[config.mk]
export PLATFORM = sky130hd
export DESIGN_NAME = buffer_array
export DESIGN_NICKNAME = d
export VERILOG_FILES = /design/src/rtl/buffer_array.sv
export SDC_FILE = /design/constraint.sdc
export NUM_CORES = 1
export LEC_CHECK = 0
export BUFFER_PORTS_ARGS = -buffer_cell sky130_fd_sc_hd__buf_4
export CORE_MARGIN = 3
export CORE_UTILIZATION = 40
export CTS_CLUSTER_DIAMETER = 30
export DETAILED_ROUTE_END_ITERATION = 7
export SLEW_MARGIN = 20
export SYNTH_ARGS = -nofsm -noshare
export SYNTH_HDL_FRONTEND = slang
export SYNTH_SLANG_ARGS = --single-unit
export TNS_END_PERCENT = 10
[constraint.sdc]
create_clock -name clk -period 2.2 [get_ports clk]
set_input_delay 0.22 -clock clk [delete_from_list [all_inputs] [get_ports clk]]
set_output_delay 0.22 -clock clk [all_outputs]
set_load 0.005 [all_outputs]
[src/rtl/buffer_array.sv]
// Array of independent per-lane output registers. Each lane buffers or accumulates its input,
// selected by one shared mode control, with a shared synchronous clear.
module buffer_array #(
    parameter int unsigned IDIM = 4,
    parameter int unsigned IWID = 1,
    parameter int unsigned OWID = 32
) (
    input  logic            clk,
    input  logic            rst_n,
    input  logic            iAccSel,
    input  logic            iClear,
    input  logic [IWID-1:0] iData [IDIM],
    output logic [OWID-1:0] oData [IDIM]
);

    logic [OWID-1:0] data_q [IDIM];
    logic [OWID-1:0] data_d [IDIM];

    // Per-lane next value: clear beats mode; accumulate wraps modulo 2^OWID.
    always_comb begin
        for (int unsigned i = 0; i < IDIM; i++) begin
            data_d[i] = data_q[i];
            if (iClear) begin
                data_d[i] = '0;
            end else if (iAccSel) begin
                data_d[i] = data_q[i] + OWID'(iData[i]);
            end else begin
                data_d[i] = OWID'(iData[i]);
            end
        end
    end

    // rst_n is active-high despite its name.
    always_ff @(posedge clk) begin
        for (int unsigned i = 0; i < IDIM; i++) begin
            if (rst_n) begin
                data_q[i] <= '0;
            end else begin
                data_q[i] <= data_d[i];
            end
        end
    end

    assign oData = data_q;

endmodule

# After elaboration in Yosys (flattened, before gate mapping)
# Cells that the tools add are included.
# word_totals
output_inout_bits	128
word_cells	19
register_bits	128
# classes
mux	4
n_addsub	4
bitwise_logic	1
n_reduce_logical	2
# ops
operator	n
$add A32 B1 Y32	4
$mux W1	4
$reduce_or A3 Y1	1
$reduce_or A2 Y1	1
$not A1 Y1	1

# Depth between registers and ports, before layout
# Gate-level depths: netlist of the first run.
# logic_depth
depth_word	2
depth_mapped	8
depth_no_buf	6

# Worst setup path after synthesis of the first run
# Ideal clock, no wire load.
# synth_path
kind	reg2reg
start	reg data_q (netlist bit oData[64])
end	reg data_q (netlist bit oData[92])
setup_ns	0.070
stages_incl_launch_ff	8
period_less_slack_ns	2.015
required_time_ns	2.130
slack_ns	0.185
n_path_buf	1
t_arrival_ns	1.945
path_cell_list	dfxtp_1 > ha_1 > ha_1 > nand2_1 > or4_1 > clkbuf_1 > or4_1 > a21oi_1
# synth_between
elab_chain_len	1
# synth_rtl
element	line	source
start: declaration	16	logic [OWID-1:0] data_q [IDIM];
start signal: indexed assignment	39	data_q[i] <= data_d[i];
$add A32 B1 Y32	26	data_d[i] = data_q[i] + OWID'(iData[i]);
# Every way passes these cells.
# A chain may end at the register's enable or synchronous reset.

# Worst setup path after layout of the first run
# Ends and elaborated chain as after synthesis.

==> results.md, run 1 <==
* Met1 Use GR at 25.89%
* DRC Markers at 0
* WP data required at 2.55 ns
* Die footprint at 16910 um^2
* Chip width at 130.0 um
* Final GP Congestion at 0.8109
* N_diodes at 0
* Crit Reg-Reg Endpoint: oData[92]
* R2r startpoint: oData[64]
* Initial Utilization at 41.55%
* Worst EP arrival at 2.50 ns
* Dominant cell type by area after synthesis: dfxtp_1
* Clk_skew at 0.006088 ns
* Drt pass-1 iters at 5
* GRT Max-Usage Layer: met2
* Hold Crit Class: in2reg
* Final Core Density at 54.96%
* Commonest cells after routing, fill and taps aside: buf_4, dfxtp_1, a21oi_1
* YS warnings at 0
* Status: completed
* R2r setup slk at 0.04 ns
* Worst skew pair latency at 0.41 ns
* Netlist cell types at 33
* DR iter-0 viols at 432
* Peak VDD IR at 0.4998 mV
* Pin count of the biggest net entering global routing at 48
* Crit end category: flop
* Crit path from: oData[64]
* Crit path to: oData[92]
* Total gr overflow at 0
* Total core area at 14810 um^2
* Via/cell ratio at 5.691
* Final worst path period share at 98.06%
* Vias in the first global route at 5628
* Num rows at 44
* RSZ-0062 raised after global routing: true
* Hold Slack at 0.04072 ns
* Longest Clk Path Bufs at 2
* CP Max Fanout at 17
* Die H at 130.0 um
* CTS tree: yes
* Fin crit period at 2.157 ns
* Yosys reg bits at 128
* GR Util All Layers at 19.98%
* Max reg flops at 128
* Initial antenna violation count at 0
* Share of the synthesized area in the top cell type at 41.64%
* CTS root buf: clkbuf_16
* Sw power at 0.001032 W
* Pleak at 2.878 nW
* PortBufs at 135
* Antenna viol nets, final at 0
* Seq/Total Area, Yosys at 41.64%
* Met2 Usage GRT at 32.86%
* Wire length of the first global-routing pass at 27520 um
* Synth Instances at 729
* Fin. max-slew vios at 0
* Hold_sp: iClear
* Routed via count at 6101
* Final-report setup violation count at 0
* Avg Synthesized Cell Area at 8.441 um^2
* Clock share of power at 54.3%
* Final net count at 896
* DP HPWL at 12070 um
* I/O pin total at 136
* Worst slew margin at 57.46%
* Commonest non-fill, non-tap cell in the layout: buf_4
* Total internal power at 0.004259 W
* Sw frac at 19.50%
* Htree depth at 4
* Share of cells above drive strength 1 at 23.20%
* Syn-to-layout area delta at 32.27%
* Met3 Track Usage GR at 4.093%
* Max-cap viol count at 0
* P per Cell Area at 650.1 nW/um^2
* Fmax at 463.5 MHz
* Worst r2r path cells at 7
* Final Hold Viols at 0
* Top cells by area, synth: dfxtp_1, or4_1, a21oi_1
* Mapped cell area at 6153 um^2
* Slew at the pin closest to its max-slew limit at 0.6381 ns
* Drt wl/cell at 15.62 um
* Setup TNS at 0 ns
* Logic pwr share at 1.7%
* Clock buffer count from CTS at 17
* Clk sinks at 128
* Crit Path Category: reg2reg
* Clk slew on worst S/H paths at 0.05 ns
* Synth Net Count at 749
* CP Launch Type: flop
* Post-Route WL at 16740 um
* Reg power frac at 44.0%
-- power by group through the flow --
| stage | registers (W) | clock network (W) | logic (W) |
|---|---|---|---|
| 2_1_floorplan | 0.00238 | 0 | 0.0000476 |
| 3_3_place_gp | 0.00238 | 0 | 0.0000901 |
| 3_5_place_dp | 0.00238 | 0 | 0.0000914 |
| 4_1_cts | 0.00233 | 0.00294 | 0.0000923 |
| 5_1_grt | 0.00233 | 0.00304 | 0.000101 |
| 6_report | 0.00233 | 0.00287 | 0.0000904 |
-- how the worst min path moves through the flow --
stage / slack [ns] / depth (start not counted) / endpoint
final: 0.04 / 2 / oData[96]
after global placement: 0.47 / 2 / oData[31]
after CTS: 0.02 / 2 / oData[96]
after detailed placement: 0.47 / 2 / oData[96]
after global routing: 0.04 / 2 / oData[64]
after floorplan: 0.30 / 1 / oData[0]
-- logic make-up (layout without fill, tap and decap cells) --
| kind of cell | after synthesis | in the layout | share of synthesized area (%) |
|---|---|---|---|
| AND/OR/NAND/NOR | 351 | 351 | 31.94 |
| buffers and inverters | 50 | 209 | 3.172 |
| adder cells (fa/ha/maj) | 12 | 12 | 2.440 |
| flip-flops | 128 | 128 | 41.64 |
| XOR/XNOR | 41 | 41 | 5.836 |
| AO/OA/AOI/OAI | 131 | 131 | 12.36 |
| multiplexers | 16 | 16 | 2.603 |
-- synthesized netlist by cell type --
cell and n:
and2_1 11, buf_1 2, buf_2 5, ha_1 12, nor4_1 13, clkbuf_2 1
nor2_1 44, and4_1 17, mux2i_1 16, or4_1 45, xnor2_1 19, nand4_1 38
nand2b_1 13, or3_1 26, or3b_2 1, clkbuf_1 30, o311ai_1 1, and3_1 17
o21a_1 1, a21oi_1 64, dfxtp_1 128, o41ai_1 1, o21ai_0 27, xor2_1 22
nand2_1 59, nor3_1 12, nor3b_1 1, a31o_2 1, inv_1 12, o31ai_1 35
o31a_1 1, nand3_1 53, nor4_2 1
-- metrics by stage --
stage               instance area (um^2)  instances  worst slack, ns  power (W)
CTS                                 8119       1072          0.01075   0.005360
detailed placement                  7500       1041        -0.005115   0.002469
floorplan                           6153        729           0.1846   0.002425
finish                              8139       1072          0.04262   0.005291
global route                        8139       1072         -0.04302   0.005469
global placement                    7500       1041          0.03781   0.002467
-- critical path, cell delays in order (launching register included) --
cell and delay [ns]:
dfxtp_2 0.34, ha_2 0.18, ha_2 0.20, nand2_1 0.12, or4_1 0.44, buf_6 0.18, or4_1 0.50, a21oi_1 0.15
-- area by class of cell --
cell class,instances,area (um^2)
clock buffers,27,543.0
clock inverters,4,70.07
fillers,1387,6670
inverters,12,45.04
multi-input cells,551,3425
flip-flops and latches,128,2564
well taps,184,230.2
repair buffers,166,1262
-- repair_timing --
action,CTS,global route
gates resized for setup,2,6
gates cloned,0,0
endpoints found under the setup margin,1,12
hold buffers,0,0
setup buffers,0,0
-- routing by layer --
metal,vias to the layer above,wire length [um]
li1,3030,-
met3,15,784
met1,2897,7641
met5,-,0
met4,0,207
met2,159,8106
Note: power is estimated with default switching activity, not from simulation.
==> run 2: changes to the inputs <==
--- a/config.mk
+++ b/config.mk
@@ -10,6 +10,7 @@
 export CORE_UTILIZATION = 40
 export CTS_CLUSTER_DIAMETER = 30
 export DETAILED_ROUTE_END_ITERATION = 7
+export GPL_ROUTABILITY_DRIVEN = 1
 export SLEW_MARGIN = 20
 export SYNTH_ARGS = -nofsm -noshare
 export SYNTH_HDL_FRONTEND = slang
==> constraint.sdc (replaced) <==
create_clock -name clk -period 2.45 [get_ports clk]
set_input_delay 0.245 -clock clk [delete_from_list [all_inputs] [get_ports clk]]
set_output_delay 0.245 -clock clk [all_outputs]
set_load 0.005 [all_outputs]
==> run 2 against run 1 <==
Combinational power fell by 12%. Routed wire length fell by 0.23%. Worst setup slack improved by 0.17 ns. Core utilization decreased by 1.5 points. Fmax decreased by 3.7%. Non-clock buffer count decreased by 20. Sequential power down 10%. Clock skew rose by 0.00096 ns. Largest cell class unchanged. Largest power group unchanged. Critical path depth unchanged. Highest routed layer unchanged. Sequential share of layout area rose by 0.89 points. Die area stayed put.
==> results.md, run 2 (synthesized netlist as in run 1, its figures left out) <==
* Pin count of the biggest net entering global routing at 61 (was 48)
* Die H at 130.0 um (unchanged)
* Final GP Congestion at 0.8441 (was 0.8109)
* Commonest cells after routing, fill and taps aside: buf_4, dfxtp_1, a21oi_1 (unchanged)
* Setup TNS at 0 ns (unchanged)
* Hold Crit Class: in2reg (unchanged)
* Htree depth at 4 (unchanged)
* Post-CTS setup buffers at 0 (unchanged)
* Register Area at 2562 um^2 (was 2564 um^2)
* Antenna viol nets, final at 0 (unchanged)
* Inst Count DP at 1021 (was 1041)
* CTS tree: yes (unchanged)
* Die footprint at 16910 um^2 (unchanged)
* Via/cell ratio at 5.720 (was 5.691)
* Worst EP arrival at 2.59 ns (was 2.50 ns)
* GRT Max-Usage Layer: met2 (unchanged)
* DRC Markers at 0 (unchanged)
* Total core area at 14810 um^2 (unchanged)
* Clk slew on worst S/H paths at 0.05 ns (about the same)
* Clk sinks at 128 (unchanged)
* Wire length of the first global-routing pass at 27520 um (unchanged)
* Clock buffer count from CTS at 17 (unchanged)
* Vias in the first global route at 5629 (was 5628)
* Max-cap viol count at 0 (unchanged)
* Fin crit period at 2.241 ns (was 2.157 ns)
* WP data required at 2.80 ns (was 2.55 ns)
* CTS root buf: clkbuf_16 (unchanged)
* Drt pass-1 iters at 5 (unchanged)
* GR Util All Layers at 19.95% (was 19.98%)
* Final-report setup violation count at 0 (unchanged)
* N_diodes at 0 (unchanged)
* Fin. max-slew vios at 0 (unchanged)
* Chip width at 130.0 um (unchanged)
* Resized cells post-CTS at 0 (was 2)
* Longest Clk Path Bufs at 2 (unchanged)
* Post-CTS Hold Buffers at 0 (unchanged)
* Initial Utilization at 41.55% (unchanged)
* Final std cells w/o fill at 1052 (was 1072)
* Crit Path Category: reg2reg (unchanged)
* Max reg flops at 128 (unchanged)
* Clk_skew at 0.007045 ns (was 0.006088 ns)
* Final net count at 876 (was 896)
* CP Max Fanout at 17 (unchanged)
* Share of cells above drive strength 1 at 20.39% (was 23.20%)
* Worst skew pair latency at 0.42 ns (was 0.41 ns)
* CP Launch Type: flop (unchanged)
* Total gr overflow at 0 (unchanged)
* RSZ-0062 raised after global routing: false (was true)
* Post-Route WL at 16700 um (was 16740 um)
* Final worst path period share at 91.46% (was 98.06%)
* Multi-input logic area at 3403 um^2 (was 3425 um^2)
* Worst slew margin at 46.71% (was 57.46%)
* DR iter-0 viols at 348 (was 432)
* Initial antenna violation count at 0 (unchanged)
* Pleak at 2.744 nW (was 2.878 nW)
* PortBufs at 135 (unchanged)
* Fmax at 446.3 MHz (was 463.5 MHz)
* Slew at the pin closest to its max-slew limit at 0.7994 ns (was 0.6381 ns)
* Syn-to-layout area delta at 28.57% (was 32.27%)
* Peak VDD IR at 0.4648 mV (was 0.4998 mV)
* Filler Cell Count at 1375 (was 1387)
* Status: completed (unchanged)
* Drt wl/cell at 15.88 um (was 15.62 um)
* Commonest non-fill, non-tap cell in the layout: buf_4 (unchanged)
* Met1 Use GR at 26.09% (was 25.89%)
* Final Hold Viols at 0 (unchanged)
* Met3 Track Usage GR at 5.280% (was 4.093%)
* Routed via count at 6017 (was 6101)
* I/O pin total at 136 (unchanged)
* Crit end category: flop (unchanged)
* P per Cell Area at 577.5 nW/um^2 (was 650.1 nW/um^2)
* Met2 Usage GRT at 32.20% (was 32.86%)
* DP HPWL at 11700 um (was 12070 um)
* Num rows at 44 (unchanged)
-- run 2: cell types whose count changed in the layout (fill, tap and decap cells not counted), sizes merged --
cell,delta
buf,-20
bufinv,-1
clkbuf,-1
clkinv,+1
clkinvlp,+1
-- run 2: metal layers --
| layer | part of all wire [%] | routed length (um) |
|---|---|---|
| met4 | 1.5 | 246 |
| met2 | 48 | 7951 |
| met5 | 0 | 0 |
| met1 | 46 | 7704 |
| met3 | 4.8 | 799 |
-- run 2: power by group --
part,switching [W],leakage (nW),internal (W)
clock,0.000880,0.276,0.00152
sequential,0.00000374,1.03,0.00209
combinational,0.0000503,1.44,0.0000291
-- run 2: worst max-delay path, cell delays in order, from the launching register on --
cell and delay, ns:
dfxtp_1 0.38, ha_1 0.19, ha_1 0.21, nand2_1 0.12, or4_1 0.41, buf_4 0.20, or4_1 0.51, a21oi_1 0.15
-- run 2: path summary, 6_finish.rpt --
| kind | start | to | slack, ns | depth (start not counted) |
|---|---|---|---|---|
| max | oData[64] | oData[92] | 0.21 | 7 |
| max reg2reg | oData[64] | oData[92] | 0.21 | 7 |
| min | iClear | oData[96] | 0.06 | 2 |
| min reg2reg | oData[126] | oData[126] | 0.48 | 2 |
-- run 2: area by class of cell --
type | instances | share of cell area, %
repair buffers | 146 | 14.01
well taps | 184 | 2.910
multi-input cells | 551 | 43.02
flip-flops and latches | 128 | 32.39
inverters | 12 | 0.5693
clock buffers | 26 | 6.437
clock inverters | 5 | 0.6642
-- run 2: metrics by stage --
stage	total power [W]	utilization [%]	worst slack [ns]	hold slack, ns	instance area [um^2]
after global routing	0.004724	53.42	0.05177	0.05201	7911
after global placement	0.002214	49.63	0.3096	0.4605	7350
after CTS	0.004629	53.42	0.2218	0.05030	7911
after detailed placement	0.002216	49.63	0.2402	0.4738	7350
after floorplan	0.002178	-	0.4346	0.3218	6153
final	0.004569	53.42	0.2092	0.05795	7911
